**src/rtl/wb_classic_arbiter_if.sv**
```systemverilog
// Bus bundle for wb_classic_arbiter: NUM_CTRL Wishbone classic controller ports
// plus the single shared device port and the arbiter's observability outputs.
interface wb_classic_arbiter_if #(
  parameter int NUM_CTRL  = 4,
  parameter int DAT_WIDTH = 8
);
  localparam int GW = (NUM_CTRL > 1) ? $clog2(NUM_CTRL) : 1;

  logic [NUM_CTRL-1:0]           c_cyc_i;
  logic [NUM_CTRL-1:0]           c_stb_i;
  logic [NUM_CTRL-1:0]           c_we_i;
  logic [NUM_CTRL*DAT_WIDTH-1:0] c_dat_i;
  logic [NUM_CTRL-1:0]           c_ack_o;
  logic [NUM_CTRL-1:0]           c_err_o;
  logic [NUM_CTRL-1:0]           c_rty_o;
  logic [DAT_WIDTH-1:0]          c_dat_o;
  logic                          d_cyc_o;
  logic                          d_stb_o;
  logic                          d_we_o;
  logic [DAT_WIDTH-1:0]          d_dat_o;
  logic                          d_ack_i;
  logic                          d_err_i;
  logic                          d_rty_i;
  logic [DAT_WIDTH-1:0]          d_dat_i;
  logic [GW-1:0]                 grant_o;
  logic                          busy_o;

  // Arbiter view of the bundle
  modport slave (
    input  c_cyc_i, c_stb_i, c_we_i, c_dat_i, d_ack_i, d_err_i, d_rty_i, d_dat_i,
    output c_ack_o, c_err_o, c_rty_o, c_dat_o, d_cyc_o, d_stb_o, d_we_o, d_dat_o,
           grant_o, busy_o
  );

  // Environment view: controllers and device driving the arbiter
  modport master (
    output c_cyc_i, c_stb_i, c_we_i, c_dat_i, d_ack_i, d_err_i, d_rty_i, d_dat_i,
    input  c_ack_o, c_err_o, c_rty_o, c_dat_o, d_cyc_o, d_stb_o, d_we_o, d_dat_o,
           grant_o, busy_o
  );
endinterface

```
**src/rtl/wb_classic_arbiter.sv**
```systemverilog
// Round-robin arbiter sharing one Wishbone B4 classic device among NUM_CTRL controllers.
// Optional stall watchdog enabled by defining WB_ARB_TIMEOUT_EN.
module wb_classic_arbiter #(
  parameter int NUM_CTRL       = 4,
  parameter int DAT_WIDTH      = 8,
  parameter int TIMEOUT_CYCLES = 16
) (
  input  logic                  clk_i,
  input  logic                  rst_ni,
  wb_classic_arbiter_if.slave   bus
);
  localparam int GW = (NUM_CTRL > 1) ? $clog2(NUM_CTRL) : 1;

  if (NUM_CTRL < 2 || NUM_CTRL > 8 || TIMEOUT_CYCLES < 1) begin : g_param_check
    $error("wb_classic_arbiter: unsupported parameter values");
  end

  typedef enum logic {IDLE, GRANTED} state_t;

  state_t                state_q, state_d;
  logic [GW-1:0]         grant_q, grant_d;
  logic [GW-1:0]         ptr_q, ptr_d;
  logic [GW-1:0]         winner;
  logic                  found;
  logic                  owner_cyc;
  logic                  owner_stb;
  logic                  resp;
  logic                  tmo_hit;
  logic                  d_cyc, d_stb, d_we;
  logic [DAT_WIDTH-1:0]  d_dat;
  logic [NUM_CTRL-1:0]   c_ack, c_err, c_rty;

  assign owner_cyc = bus.c_cyc_i[grant_q];
  assign owner_stb = bus.c_stb_i[grant_q];
  assign resp      = bus.d_ack_i | bus.d_err_i | bus.d_rty_i;

  // First requester at or above the pointer, wrapping around
  always_comb begin
    winner = ptr_q;
    found  = 1'b0;
    for (int i = 0; i < NUM_CTRL; i++) begin
      if (!found && bus.c_cyc_i[(int'(ptr_q) + i) % NUM_CTRL]) begin
        winner = GW'((int'(ptr_q) + i) % NUM_CTRL);
        found  = 1'b1;
      end
    end
  end

`ifdef WB_ARB_TIMEOUT_EN
  localparam int TW = $clog2(TIMEOUT_CYCLES + 1);
  logic [TW-1:0] tmo_q, tmo_d;

  assign tmo_hit = (state_q == GRANTED) && (tmo_q == TW'(TIMEOUT_CYCLES));

  always_comb begin
    tmo_d = tmo_q;
    if (state_q != GRANTED || tmo_hit || resp) begin
      tmo_d = '0;
    end else if (owner_stb) begin
      tmo_d = tmo_q + 1'b1;
    end
  end

  always_ff @(posedge clk_i or negedge rst_ni) begin
    if (!rst_ni) begin
      tmo_q <= '0;
    end else begin
      tmo_q <= tmo_d;
    end
  end
`else
  assign tmo_hit = 1'b0;
`endif

  always_ff @(posedge clk_i or negedge rst_ni) begin
    if (!rst_ni) begin
      state_q <= IDLE;
      grant_q <= '0;
      ptr_q   <= '0;
    end else begin
      state_q <= state_d;
      grant_q <= grant_d;
      ptr_q   <= ptr_d;
    end
  end

  // The owner keeps the grant until it drops cyc; the pointer then moves past it
  always_comb begin
    state_d = state_q;
    grant_d = grant_q;
    ptr_d   = ptr_q;
    d_cyc   = 1'b0;
    d_stb   = 1'b0;
    d_we    = 1'b0;
    d_dat   = '0;
    c_ack   = '0;
    c_err   = '0;
    c_rty   = '0;
    case (state_q)
      IDLE: begin
        if (|bus.c_cyc_i) begin
          grant_d = winner;
          state_d = GRANTED;
        end
      end
      GRANTED: begin
        d_cyc = owner_cyc;
        d_stb = owner_stb;
        d_we  = bus.c_we_i[grant_q];
        d_dat = bus.c_dat_i[int'(grant_q)*DAT_WIDTH +: DAT_WIDTH];
        c_ack[grant_q] = bus.d_ack_i;
        c_err[grant_q] = bus.d_err_i;
        c_rty[grant_q] = bus.d_rty_i;
        if (tmo_hit) begin
          d_stb          = 1'b0;
          c_ack[grant_q] = 1'b0;
          c_err[grant_q] = 1'b1;
          c_rty[grant_q] = 1'b0;
        end
        if (!owner_cyc) begin
          state_d = IDLE;
          ptr_d   = GW'((int'(grant_q) + 1) % NUM_CTRL);
        end
      end
      default: state_d = IDLE;
    endcase
  end

  assign bus.d_cyc_o = d_cyc;
  assign bus.d_stb_o = d_stb;
  assign bus.d_we_o  = d_we;
  assign bus.d_dat_o = d_dat;
  assign bus.c_ack_o = c_ack;
  assign bus.c_err_o = c_err;
  assign bus.c_rty_o = c_rty;
  assign bus.c_dat_o = bus.d_dat_i;
  assign bus.grant_o = grant_q;
  assign bus.busy_o  = (state_q == GRANTED);
endmodule

```
**src/flat_wrapper.sv**
```systemverilog
// flat-port wrapper written by rule: the top's interface ports become plain ports
module wb_classic_arbiter_flat 
#(
  parameter int NUM_CTRL       = 4,
  parameter int DAT_WIDTH      = 8,
  parameter int TIMEOUT_CYCLES = 16
)
  (clk_i, rst_ni, bus_c_cyc_i, bus_c_stb_i, bus_c_we_i, bus_c_dat_i, bus_d_ack_i, bus_d_err_i, bus_d_rty_i, bus_d_dat_i, bus_c_ack_o, bus_c_err_o, bus_c_rty_o, bus_c_dat_o, bus_d_cyc_o, bus_d_stb_o, bus_d_we_o, bus_d_dat_o, bus_grant_o, bus_busy_o);
  wb_classic_arbiter_if #(.NUM_CTRL(NUM_CTRL), .DAT_WIDTH(DAT_WIDTH)) bus_i ();
  input  logic clk_i;
  input  logic rst_ni;
  input wire logic [$bits(bus_i.c_cyc_i)-1:0] bus_c_cyc_i;
  input wire logic [$bits(bus_i.c_stb_i)-1:0] bus_c_stb_i;
  input wire logic [$bits(bus_i.c_we_i)-1:0] bus_c_we_i;
  input wire logic [$bits(bus_i.c_dat_i)-1:0] bus_c_dat_i;
  input wire logic [$bits(bus_i.d_ack_i)-1:0] bus_d_ack_i;
  input wire logic [$bits(bus_i.d_err_i)-1:0] bus_d_err_i;
  input wire logic [$bits(bus_i.d_rty_i)-1:0] bus_d_rty_i;
  input wire logic [$bits(bus_i.d_dat_i)-1:0] bus_d_dat_i;
  output wire logic [$bits(bus_i.c_ack_o)-1:0] bus_c_ack_o;
  output wire logic [$bits(bus_i.c_err_o)-1:0] bus_c_err_o;
  output wire logic [$bits(bus_i.c_rty_o)-1:0] bus_c_rty_o;
  output wire logic [$bits(bus_i.c_dat_o)-1:0] bus_c_dat_o;
  output wire logic [$bits(bus_i.d_cyc_o)-1:0] bus_d_cyc_o;
  output wire logic [$bits(bus_i.d_stb_o)-1:0] bus_d_stb_o;
  output wire logic [$bits(bus_i.d_we_o)-1:0] bus_d_we_o;
  output wire logic [$bits(bus_i.d_dat_o)-1:0] bus_d_dat_o;
  output wire logic [$bits(bus_i.grant_o)-1:0] bus_grant_o;
  output wire logic [$bits(bus_i.busy_o)-1:0] bus_busy_o;
  assign bus_i.c_cyc_i = bus_c_cyc_i;
  assign bus_i.c_stb_i = bus_c_stb_i;
  assign bus_i.c_we_i = bus_c_we_i;
  assign bus_i.c_dat_i = bus_c_dat_i;
  assign bus_i.d_ack_i = bus_d_ack_i;
  assign bus_i.d_err_i = bus_d_err_i;
  assign bus_i.d_rty_i = bus_d_rty_i;
  assign bus_i.d_dat_i = bus_d_dat_i;
  assign bus_c_ack_o = bus_i.c_ack_o;
  assign bus_c_err_o = bus_i.c_err_o;
  assign bus_c_rty_o = bus_i.c_rty_o;
  assign bus_c_dat_o = bus_i.c_dat_o;
  assign bus_d_cyc_o = bus_i.d_cyc_o;
  assign bus_d_stb_o = bus_i.d_stb_o;
  assign bus_d_we_o = bus_i.d_we_o;
  assign bus_d_dat_o = bus_i.d_dat_o;
  assign bus_grant_o = bus_i.grant_o;
  assign bus_busy_o = bus_i.busy_o;
  wb_classic_arbiter #(.NUM_CTRL(NUM_CTRL), .DAT_WIDTH(DAT_WIDTH), .TIMEOUT_CYCLES(TIMEOUT_CYCLES)) u_core (.clk_i(clk_i), .rst_ni(rst_ni), .bus(bus_i));
endmodule
```
**config.mk**
```make
export PLATFORM = sky130hd
export DESIGN_NAME = wb_classic_arbiter_flat
export DESIGN_NICKNAME = d
export VERILOG_FILES = /design/src/rtl/wb_classic_arbiter_if.sv /design/src/rtl/wb_classic_arbiter.sv /design/src/flat_wrapper.sv
export SDC_FILE = /design/constraint.sdc
export NUM_CORES = 1
export LEC_CHECK = 0
export CAP_MARGIN = 30
export CORE_AREA = 2 2 56 58
export CTS_BUF_LIST = sky130_fd_sc_hd__clkbuf_8
export DETAILED_ROUTE_END_ITERATION = 10
export DIE_AREA = 0 0 58 60
export GPL_TIMING_DRIVEN = 0
export PLACE_DENSITY_LB_ADDON = 0.25
export REMOVE_ABC_BUFFERS = 1
export SLEW_MARGIN = 5
export SYNTH_ARGS = -nofsm -noshare
export SYNTH_HDL_FRONTEND = slang
export SYNTH_SLANG_ARGS = --single-unit
```
**constraint.sdc**
```tcl
create_clock -name clk_i -period 3.6 [get_ports clk_i]
set_input_delay 0.72 -clock clk_i [delete_from_list [all_inputs] [get_ports clk_i]]
set_output_delay 0.72 -clock clk_i [all_outputs]
set_load 0.01 [all_outputs]
```
=== Yosys cells after proc, flatten, opt, wreduce, memory -nomap -nowiden ===
Cells that the tools add are included.

* Input bits: 57
* Bits in registers: 5
* Output and inout bits: 34
* Logic and storage cells: 70

* Bitwise logic cells: 8
* $lt $le $gt $ge: 6
* Shifts and indexed selects: 1
* Reductions and logical operators: 13
* Add/subtract/negate cells: 4
* Multiplexer cells: 35

{| class="wikitable"
|+ Operators with widths
! kind !! number
|-
| indexed part select 32 x 6 -> 8 bit || 1
|-
| 2-to-1 mux 1 bit || 19
|-
| binary-select mux 1 bit (select 2 bit) || 7
|-
| AND 4 bit || 3
|-
| < comparator 3 x 4 -> 1 bit, second input constant || 3
|-
| 2-to-1 mux 4 bit || 3
|-
| 2-to-1 mux 8 bit || 1
|-
| < comparator 2 x 3 -> 1 bit, second input constant || 2
|-
| 2-to-1 mux 2 bit || 3
|-
| OR reduction 2 bit || 3
|-
| adder 2 x 1 -> 2 bit, second input constant || 2
|-
| adder 2 bit, second input constant || 2
|-
| logical AND 1 bit || 4
|-
| AND reduction 2 bit || 2
|-
| OR reduction 4 bit || 1
|-
| AND 1 bit, first input constant || 3
|-
| zero test 1 bit || 3
|-
| demux 1 bit (select 2 bit) || 1
|-
| >= comparator 2 x 1 -> 1 bit, second input constant || 1
|-
| inverter 1 bit || 2
|-
| one-hot mux 1 bit (2 select lines) || 1
|}

=== Depth between registers and ports, before layout ===
Gate-level depths: netlist of run 1.

* Depth in word-level cells: 14
* Gate-level depth with buffers: 5
* Depth with buffers taken out: 4

=== Least setup slack after synthesis of run 1 ===
OpenSTA, ideal clock, no wires.

* Path kind: flip-flop to output port
* Start point: register u_core.grant_q[0], in the netlist u_core.bus.grant_o[0]
* End point: output bus_d_dat_o[3]
* Buffers on the path: 2
* Slack: 1,506 ps
* Arrival time: 1,374 ps
* Cell stages (with the launch flop): 5
* Required time: 2,880 ps
* Cells stage by stage: dfrtp_1 buf_6 buf_12 mux4_2 and2_1

* Longest elaborated chain between the ends: 2

{| class="wikitable"
|+ Ends and longest elaborated chain
! element !! line !! source
|-
| from (decl) || wb_classic_arbiter.sv:21 || <nowiki>logic [GW-1:0] grant_q, grant_d;</nowiki>
|-
| from (signal assigned) || wb_classic_arbiter.sv:82 || <nowiki>grant_q <= grant_d;</nowiki>
|-
| indexed part select 32 x 6 -> 8 bit || wb_classic_arbiter.sv:110 || <nowiki>d_dat = bus.c_dat_i[int'(grant_q)*DAT_WIDTH +: DAT_WIDTH];</nowiki>
|-
| 2-to-1 mux 8 bit || wb_classic_arbiter.sv:99 || <nowiki>case (state_q)</nowiki>
|-
| to (decl) || flat_wrapper.sv:27 || <nowiki>output wire logic [$bits(bus_i.d_dat_o)-1:0] bus_d_dat_o;</nowiki>
|}

No other way between the ends.

=== Worst setup path after layout of run 1 ===
* Start point: input bus_c_cyc_i[0]
* End point: output bus_d_cyc_o

* Longest elaborated chain between the ends: 3

{| class="wikitable"
|+ Ends and longest elaborated chain
! element !! line !! source
|-
| from (decl) || flat_wrapper.sv:12 || <nowiki>input wire logic [$bits(bus_i.c_cyc_i)-1:0] bus_c_cyc_i;</nowiki>
|-
| binary-select mux 1 bit (select 2 bit) || wb_classic_arbiter.sv:33 || <nowiki>assign owner_cyc = bus.c_cyc_i[grant_q];</nowiki>
|-
| 2-to-1 mux 1 bit (not written as such) || wb_classic_arbiter.sv:33 ||
|-
| 2-to-1 mux 1 bit || wb_classic_arbiter.sv:99 ||
|-
| to (decl) || flat_wrapper.sv:24 || <nowiki>output wire logic [$bits(bus_i.d_cyc_o)-1:0] bus_d_cyc_o;</nowiki>
|}

No other way between the ends. The select of a mux whose other input is x is not followed.

==> results of run 1 <==
-- layout make-up --
class                      instances  area (um2)  share of cell area [%]
clock buffer                       3        41.3                    2.58
timing repair buffer              74         741                    46.2
inverter                           7        26.3                    1.64
sequential                         5         125                    7.81
clock inverter                     1        3.75                   0.234
multi-input combinational         64         624                    39.0
tap                               33        41.3                    2.58
-- power breakdown --
group	leakage (nW)	internal, mW	total (mW)	switching [mW]
registers	0.0577	0.0832	0.199	0.116
logic	0.593	0.443	0.677	0.234
clock network	0.0269	0.0728	0.0973	0.0245
-- cell families (layout without fill, tap and decap cells) --
group | after synthesis | count (layout) | synth area share (%)
AND/OR/NAND/NOR | 30 | 30 | 19.8
AO/OA/AOI/OAI | 17 | 17 | 13.7
adder cells (fa/ha/maj) | 4 | 4 | 5.69
multiplexers | 13 | 13 | 31.9
flip-flops | 5 | 5 | 14.2
buffers and inverters | 20 | 85 | 14.8
-- through the flow --
stage	hold WS (ns)	cells
2_1_floorplan	0.424	76
3_3_place_gp	0.589	183
3_5_place_dp	0.611	183
4_1_cts	0.622	187
5_1_grt	0.659	187
6_report	0.606	187
-- routing by layer --
layer	GRT usage, %	up-vias
met5	0	-
met4	1.99	0
met3	7.14	0
met2	33.9	42
met1	18.0	439
li1	-	456
-- placed cells by master (no fill, tap or decap) --
cell / count
a21o_1: 1
a21oi_1: 4
a221oi_1: 1
a22oi_1: 1
and2_1: 10
and3_1: 12
clkbuf_8: 3
clkdlybuf4s50_1: 74
dfrtp_1: 5
ha_1: 4
inv_1: 8
mux2_2: 2
mux2i_1: 1
mux4_1: 6
mux4_2: 4
nand2_1: 3
nand3_1: 1
nor2_1: 2
nor2b_1: 2
o21ai_0: 4
o21ai_1: 1
o22ai_1: 1
o2bb2ai_1: 1
o31ai_1: 1
o31ai_2: 1
o41ai_2: 1
-- critical path, cell delays in order --
cell	delay [ns]
clkdlybuf4s50_1	0.53
mux2_2	0.35
o21ai_0	0.22
nor2_1	0.07
clkdlybuf4s50_1	0.48
-- how the worst max path moves through the flow --
stage                                                  from        endpoint  depth (start not counted)
after floorplan           u_core.bus.grant_o[0]$_DFFE_PN0P_  bus_d_dat_o[0]                          2
after global placement                       bus_c_cyc_i[0]     bus_d_cyc_o                          5
after detailed placement                     bus_c_cyc_i[0]     bus_d_cyc_o                          5
after CTS                 u_core.bus.grant_o[0]$_DFFE_PN0P_  bus_d_dat_o[2]                          3
after global routing                         bus_c_cyc_i[1]     bus_d_cyc_o                          6
final                                        bus_c_cyc_i[0]     bus_d_cyc_o                          5
-- state kept, by name, summed over array words and instances, names as in the netlist --
signal	count
u_core.bus.grant_o	2
u_core.ptr_q	2
u_core.bus.busy_o	1
==> run summary, run 1 <==
The run finished with clean final reports. The largest voltage drop on the vdd net is 0.329 mV. The commonest cells after synthesis are and3_1 (12), and2_1 (10), buf_4 (8).

The wire length on met2 came out at 1.50 mm. The cell depth of the worst min-delay path is 1. The die extent in y is 60 um. The area fraction of the dominant cell type after synthesis came out at 17.9%. The clock latency of the later-clocked register in the worst-skew pair is 0.22 ns. The mapped cell area came out at 880 um2. The number of antenna violations at the first check in global routing came to 0. Cells fill 55.2% of the core in the end. STA puts the critical path data arrival time at 2.38 ns. The upper clock frequency limit came out at 323 MHz.

The setup slack of the critical path after layout came out at 0.502 ns. The core footprint came out at 2900 um2. The count of standard-cell rows is 20. Of all cell types, the one taking the most synthesized area is mux4_1. Yosys attributes the largest share of cell area to mux4_1 (18%), dfrtp_1 (14%), mux4_2 (10%), and3_1 (8.5%), and2_1 (7.1%). The wire length on met3 came out at 280 um. The fraction of layout instances using a drive strength above 1 came out at 7.14%. The root buffer cell chosen for the clock tree is clkbuf_8. The worst reg-to-reg setup slack came out at 1.72 ns. The most instantiated flip-flop cell in the synthesis netlist is dfrtp_1. The worst hold path begins at u_core.ptr_q[1]$_DFFE_PN0P_. The area of all placed cells without fillers is 1600 um2. The critical path data required time is 2.88 ns. The number of input and output port buffers inserted is 74. The clock-pin transition on the worst setup and hold timing paths is 0.04 ns.

The startpoint identified for the worst register-to-register timing path is u_core.bus.grant_o[1]$_DFFE_PN0P_. The post-layout net count is 216. The H-tree depth is 1. The routed metal-1 wirelength is 1.12 mm. The number of synthesis warnings came out at 0. The remaining routing DRC violations is 0. The global-route wire length before repair is 4.64 mm. Post-CTS repair changed the size of 0 cells.

The number of cells on the worst reg-to-reg path came out at 3. The worst register-to-register path ends at u_core.ptr_q[1]$_DFFE_PN0P_. Setup total negative slack on the finished layout was measured at 0 ns. The die is 58 um wide. Counting the buffers created by CTS gives 3.

The slew at the pin with the worst max-slew slack came out at 0.806 ns. The maximum buffer depth of the clock tree came out at 2. The min-delay analysis places its worst path in the category reg2reg. The CTS tree is done.

Setup repair after global routing left no endpoint under its margin. The number of synthesized register bits came out at 5. The global-route usage over all layers is 17.5%. The final setup violation count came out at 0. The area growth from synthesis to layout is 82.2%. Counting every instance in the synthesized netlist gives 89. Summing all placed instances gives a cell area of 1560 um2. The top metal layer carrying routed signals is met3. The largest driver fanout on the critical path came out at 7. Max-cap violations in this run came to 0. The worst setup path is launched from an input pin. The number of inserted diodes came out at 0. The total power after layout came out at 0.974 mW. The total number of vias came out at 937.

At the placement stage, the worst setup path has a slack of 0.518 ns. The layout has 270 filler cells. In this run, the number of DRC markers left after iteration 0 of detailed routing was 25. The via count of the first global-routing pass came out at 959.

In this run the remaining antenna-violating nets after routing total 0. Dividing total power by cell area gives a power density of 607 nW/um2. The worst-case clock skew is 0.00419 ns. Entering global routing, the biggest net connects 27 pins. The total count of hold-check failures in the final report was 0.

The worst slew margin relative to its limit came out at 46.3%. The routability congestion estimate came out at 0.752. Dividing the synthesized area by the synthesized cell count gives 9.88 um2. The global-route congestion overflow total came out at 0. The number of different library cells used by synthesis comes to 29. Detailed placement finished with a half-perimeter wire length of 2.40 mm. The first-pass iteration count of the detailed router came out at 4. The share of async-settable or async-resettable flops after synthesis is 100%. The count of buffers added by post-CTS timing repair for setup is 0. Of the synthesized area, sequential elements account for 14.2%. The floorplan die area came out at 3480 um2. The number of ports placed on the die boundary is 91. The number of synthesized flops with an enable pin is 0. The clock period could shrink to 3.10 ns. The leakage power summed over all cells is 0.678 nW. The worst setup path is captured at a primary output. The number of hold buffers added after cts is 0. The end of the worst hold path is u_core.ptr_q[1]$_DFFE_PN0P_. The worst path uses 86.1% of the clock period. The most frequent cell after synthesis is and3_1. The final count of pins violating max slew came out at 0. Summed over all layers, the routed wires come to 2.90 mm. The via density per instance is 5.01. The setup path with the least slack is of type in2out. The starting density of the core is 30.3%. The count of clock tree sinks is 5.

The average wire per cell in the routed design came out at 15.5 um.
Power figures use the tool's default switching activity.
==> run 2: changes to the inputs <==
--- a/config.mk
+++ b/config.mk
@@ -6,12 +6,12 @@
 export NUM_CORES = 1
 export LEC_CHECK = 0
 export CAP_MARGIN = 30
-export CORE_AREA = 2 2 56 58
+export CORE_AREA = 2 2 58 60
 export CTS_BUF_LIST = sky130_fd_sc_hd__clkbuf_8
 export DETAILED_ROUTE_END_ITERATION = 10
-export DIE_AREA = 0 0 58 60
+export DIE_AREA = 0 0 60 62
 export GPL_TIMING_DRIVEN = 0
-export PLACE_DENSITY_LB_ADDON = 0.25
+export PLACE_DENSITY = 0.89
 export REMOVE_ABC_BUFFERS = 1
 export SLEW_MARGIN = 5
 export SYNTH_ARGS = -nofsm -noshare
==> constraint.sdc (replaced) <==
create_clock -name clk_i -period 3 [get_ports clk_i]
set_input_delay 0.6 -clock clk_i [delete_from_list [all_inputs] [get_ports clk_i]]
set_output_delay 0.6 -clock clk_i [all_outputs]
set_load 0.01 [all_outputs]
==> run summary, run 2 (same netlist as run 1, synthesis figures left out) <==
The placed instance area came out at 1570 um2. The global-route usage over all layers came out at 14.8%. The count of buffers added by post-CTS timing repair for setup came out at 0. The critical path data required time is 2.40 ns. The first-pass iteration count of the detailed router came out at 4. Tracing the worst setup path back leads to its startpoint at bus_c_cyc_i[0]. The count of standard-cell rows is 21. After legalization and detailed placement, the total HPWL measured 2.18 mm. The relative contribution of the clock network to total power came out at 10.2%. The number of antenna violations at the first check in global routing is 0. For the worst-skew pair, the clock arrives at the later sink with an insertion delay of 0.22 ns. The clock-pin transition on the worst setup and hold timing paths is 0.04 ns.

Leaving out filler cells and counting taps, the final layout contains 200. In this run the worst hold path is classified as in2async. CTS saw 5 sinks. The run finished with clean final reports. The width of the die came out at 60 um. The core footprint is 3180 um2.

TritonCTS built the clock tree. For this design, the slowest cell found on the critical path is clkdlybuf4s50_1. The maximum number of pins on one net before global-route repair came out at 27. The remaining routing DRC violations came out at 0. The number of cells on the worst reg-to-reg path came out at 3. Setup violations remaining at the end of the flow were counted as 0. For this run, the slowest stage of the critical path takes 0.54 ns. In this design, the critical path's most frequently occurring cell is clkdlybuf4s50_1. The via density per instance is 4.73. The total detailed-routing wirelength came out at 2.69 mm. Leaving out fill and tap cells, the most frequent cells in the layout are clkdlybuf4s50_1 (74), and3_1 (12), and2_1 (10), inv_1 (8), mux4_1 (6). met2 is the most crowded layer. The count of routing violations after the opening detailed-route iteration is 26.

The setup slack of the critical path after layout is 0.151 ns. The total count of hold-check failures in the final report came out at 0. The worst-case clock skew is 0.00327 ns.

The post-route netlist has 7.79% of its cells at a drive strength greater than 1. Across the run, the number of max-cap violations was 0. In this run the remaining antenna-violating nets after routing total 0. The net load switching power came out at 0.454 mW. The largest driver fanout on the critical path came out at 7. The area growth from synthesis to layout is 84.2%.

The die extent in y is 62 um. In this run the critical register-to-register path is captured at u_core.ptr_q[1]$_DFFE_PN0P_. The routability congestion estimate is 0.771. Summed over all cells, the static leakage comes to 0.677 nW.

STA classifies the critical path startpoint as an input pin. The final core area utilization came out at 51.0%. The global-route congestion overflow total came out at 0. The signal on the critical path passes through clkdlybuf4s50_1 > mux2_2 > o21ai_1 > nor2_1 > clkdlybuf4s50_1. The kind of end point of the critical path is a primary output. The post-layout net count came out at 216. The met2 track demand over resource in global routing is 27.3%. The area of all placed cells without fillers came out at 1620 um2. The total clock buffers created by CTS came out at 3. The total number of vias came out at 945. The commonest non-fill, non-tap cell in the layout is clkdlybuf4s50_1. Global routing consumed, on the met1 layer, 14.6% of the routing resources.

The origin of the critical flop-to-flop path is u_core.bus.grant_o[1]$_DFFE_PN0P_. The starting density of the core came out at 27.7%. The number of antenna diodes in the final layout is 0. The clock period minus final worst setup slack is 2.85 ns. The relative contribution of sequential cells to total power is 20.4%.

In this run the tightest slew margin relative to its limit is 58.3%. The floorplan die area is 3720 um2. The minimum setup slack after placement is 0.0919 ns. The via count of the first global-routing pass is 915.

Of the available clock period, the critical path in the final layout requires 95.0%. The met3 usage in global routing is 6.83%. The number of input and output port buffers inserted came out at 74. The switching portion of total power is 38.6%. The critical path ends at bus_d_cyc_o.

The final count of pins violating max slew came out at 0. The H-tree depth came out at 1. The total power after layout came out at 1.17 mW. The cell sitting at the root of the clock tree is a clkbuf_8.

At the pin with the least slew margin, the transition time is 0.625 ns. The critical path in this run is classified as in2out. Across the VDD grid, the largest voltage drop is 0.386 mV. The total negative slack came out at 0 ns.

Setup repair after global routing left no endpoint under its margin. 91 I/O pins were placed. The final hold slack came out at 0.601 ns. The worst reg-to-reg setup slack came out at 1.16 ns. The global-route wire length before repair is 4.14 mm. Dividing total power by cell area gives a power density of 725 nW/um2. The number of placed cells counting well taps is 196. The arrival time of data at the critical path endpoint is 2.25 ns. The internal portion of total power is 0.721 mW. The average wire per cell in the routed design is 13.4 um. Timing would allow up to 351 MHz. The maximum buffer depth of the clock tree is 2. In this run, the combinational gates consume 69.4% of the power.
## run 2: cell counts in the layout (fill, tap and decap cells not counted)
Identical to the previous run, type by type.
## run 2: cell type report
type                    count  area, um2
multi-input cells          64        624
inverters                   7       26.3
fillers                   303       1560
clock buffers               3       41.3
clock inverters             1       3.75
repair buffers             74        741
well taps                  46       57.6
flip-flops and latches      5        126
## run 2: critical path: cells and delay by family
kind	cells	cell delay [ns]
AOI/OAI and AO/OA	1	0.21
and+or+nand+nor	1	0.06
buffers and inverters	2	1.01
muxes	1	0.36
## run 2: power groups by stage
stage / sequential (mW) / clock (mW) / combinational (mW)
finish: 0.240 / 0.120 / 0.815
global route: 0.261 / 0.131 / 0.888
CTS: 0.241 / 0.124 / 0.823
detailed placement: 0.241 / 0 / 0.818
global placement: 0.240 / 0 / 0.801
floorplan: 0.208 / 0 / 0.422
## run 2: worst min-delay path by stage
stage | end | slack, ns | cells after the start
2_1_floorplan | u_core.bus.busy_o$_DFF_PN0_ | 0.30 | 0
3_3_place_gp | u_core.ptr_q[1]$_DFFE_PN0P_ | 0.58 | 1
3_5_place_dp | u_core.ptr_q[1]$_DFFE_PN0P_ | 0.59 | 1
4_1_cts | u_core.bus.grant_o[1]$_DFFE_PN0P_ | 0.60 | 1
5_1_grt | u_core.bus.grant_o[1]$_DFFE_PN0P_ | 0.61 | 1
6_report | u_core.bus.grant_o[1]$_DFFE_PN0P_ | 0.60 | 1
## run 2: repair_timing
action | CTS | global route
hold buffers | 0 | 0
setup endpoints to repair | 6 | 1
gates resized for setup | 1 | 1
## run 2: metal layers
metal,vias up,share of wire [%]
met5,-,0
met4,0,1.5
met3,4,11
met2,53,52
met1,432,35
li1,456,-
==> run 3: changes to the inputs <==
--- a/config.mk
+++ b/config.mk
@@ -6,10 +6,10 @@
 export NUM_CORES = 1
 export LEC_CHECK = 0
 export CAP_MARGIN = 30
-export CORE_AREA = 2 2 58 60
+export CORE_AREA = 3 3 59 61
 export CTS_BUF_LIST = sky130_fd_sc_hd__clkbuf_8
 export DETAILED_ROUTE_END_ITERATION = 10
-export DIE_AREA = 0 0 60 62
+export DIE_AREA = 0 0 62 64
 export GPL_TIMING_DRIVEN = 0
 export PLACE_DENSITY = 0.89
 export REMOVE_ABC_BUFFERS = 1
==> run summary, run 3 (same netlist as run 1, synthesis figures left out) <==
The run finished with clean final reports. The via count of the first global-routing pass came to 976. The arrival time of data at the critical path endpoint came out at 2.23 ns.

0 antenna diodes ended up in the layout. Setup violations remaining at the end of the flow were counted as 0. The number of maximum-capacitance violations came out at 0. The count of buffers added by post-CTS timing repair for setup is 0. The width of the die came out at 62 um. The first routing iteration left 49 violations.

The upper clock frequency limit is 353 MHz. STA classifies the critical path startpoint as an input pin. Counting I/O delays and the setup requirement, the final critical path takes 2.83 ns.

The number of ports placed on the die boundary came out at 91. The starting density of the core is 29.0%. The signed area change from the synthesized netlist to the final layout came out at 84.1%. The final count of pins violating max slew is 0. The remaining number of nets flagged by the antenna check after routing came out at 0. The largest driver fanout on the critical path is 7. The global-route wire length before repair is 4.35 mm.

Dividing the detail-routed wire length by the instance count gives 14.5 um. The worst setup path is captured at a primary output. Setup slack on the critical path of the routed design comes to 0.167 ns. The H-tree depth is 1. Leaving out fill and tap cells, the most frequent cell in the layout is clkdlybuf4s50_1. The slew at the pin with the worst max-slew slack is 0.624 ns. The core footprint came out at 3030 um2. The first-pass iteration count of the detailed router is 4.

The total clock buffers created by CTS is 3. The count of standard-cell rows is 20. Overall power consumption after layout is estimated at 1.18 mW.

The die covers 3970 um2. The largest voltage drop on the vdd net is 0.432 mV. Counting every sink on the clock net gives 5. The remaining routing DRC violations is 0. The clock latency of the later-clocked register in the worst-skew pair came out at 0.22 ns. At the end of the flow the core is filled with cells to 53.5%. The detailed-placement wirelength estimate came out at 2.47 mm. The fraction of layout instances using a drive strength above 1 came out at 8.44%. The total count of hold-check failures in the final report is 0.

The final critical-path share of the clock period is 94.4%. Clock-pin slew was measured on the worst setup and hold paths at 0.04 ns. The fill cell total of the finished layout is 275.

The top cell types in the final layout, fill and taps aside, are clkdlybuf4s50_1 (74), and3_1 (12), and2_1 (10), inv_1 (7), mux4_1 (6). The number of antenna violations at the first check in global routing is 0. The areal power density over the cells is 731 nW/um2. The die extent in y is 64 um.

The tightest min-delay check is of the in2async type. Between clock sinks in the finished design, the worst skew comes to 0.00236 ns. The maximum number of pins on one net before global-route repair came out at 27.

TritonCTS built the clock tree. After routing, the total negative slack on setup checks comes to 0 ns. The number of hold buffers added after cts is 0. Across all layers, the routed design uses 942 vias. The startpoint-to-endpoint class of the critical path is in2out. After detailed routing, the number of vias per cell comes to 4.76. The global-route usage over all layers came out at 14.5%. After the last flow step, the layout net total stands at 216. The cell sitting at the root of the clock tree is a clkbuf_8. Prior to clock tree synthesis, the placed netlist has a worst setup slack of 0.100 ns. The maximum buffer depth of the clock tree is 2. The worst pin sits at a relative slew slack of 58.4%. For the worst setup path, the data required time is 2.40 ns. The leakage power summed over all cells came out at 0.676 nW. The final layout contains routed wiring with a total length of 2.87 mm. The global-route congestion overflow total came out at 0. Setup repair after global routing left no endpoint under its margin. The routability congestion estimate is 0.747. Buffers placed on the I/O ports in this run total 74.
[run 3: metrics by stage]
stage | cells | hold slack [ns] | cell area, um2
6_report | 198 | 0.599 | 1620
5_1_grt | 198 | 0.603 | 1620
3_3_place_gp | 194 | 0.581 | 1570
4_1_cts | 198 | 0.599 | 1620
2_1_floorplan | 76 | 0.304 | 776
3_5_place_dp | 194 | 0.590 | 1570
[run 3: critical path, stage by stage]
cell,delay (ns)
clkdlybuf4s50_1,0.53
mux2_2,0.35
o21ai_1,0.20
nor2_1,0.07
clkdlybuf4s50_1,0.48
[run 3: metal layers]
layer	wire, um	global-route usage (%)	vias to the layer above
met5	0	0	-
met4	25	3.98	0
met3	267	5.66	4
met2	1650	28.2	52
met1	925	12.9	428
li1	-	-	458
[run 3: final timing paths]
| path | to | slack, ns | startpoint | cells after the start |
|---|---|---|---|---|
| worst max-delay path | bus_d_cyc_o | 0.17 | bus_c_cyc_i[0] | 5 |
| worst min-delay path | u_core.bus.grant_o[1]$_DFFE_PN0P_ | 0.60 | rst_ni | 1 |
| worst max register to register | u_core.ptr_q[1]$_DFFE_PN0P_ | 1.16 | u_core.bus.grant_o[1]$_DFFE_PN0P_ | 3 |
| worst min register to register | u_core.ptr_q[1]$_DFFE_PN0P_ | 0.60 | u_core.ptr_q[1]$_DFFE_PN0P_ | 1 |
| max in group asynchronous | u_core.bus.grant_o[0]$_DFFE_PN0P_ | 2.19 | rst_ni | 1 |
| min in group clk_i | u_core.ptr_q[1]$_DFFE_PN0P_ | 0.60 | u_core.ptr_q[1]$_DFFE_PN0P_ | 1 |
[run 3: where the power goes]
part | internal [mW] | switching [mW]
logic | 0.533 | 0.293
clock network | 0.0891 | 0.0326
registers | 0.101 | 0.134
[run 3: cell type report]
| type | instances | area, um2 | area share (%) |
|---|---|---|---|
| Clock buffer | 3 | 41.3 | 2.55 |
| Clock inverter | 1 | 5.00 | 0.309 |
| Tap cell | 44 | 55.1 | 3.40 |
| Timing Repair Buffer | 74 | 741 | 45.7 |
| Inverter | 7 | 26.3 | 1.62 |
| Sequential cell | 5 | 126 | 7.81 |
| Multi-Input combinational cell | 64 | 624 | 38.6 |
[run 3: timing repair]
item	in CTS	in global routing
endpoints found under the hold margin	0	0
gates cloned	0	0
setup endpoints to repair	4	1
resized for setup	1	1
pin swaps	0	0
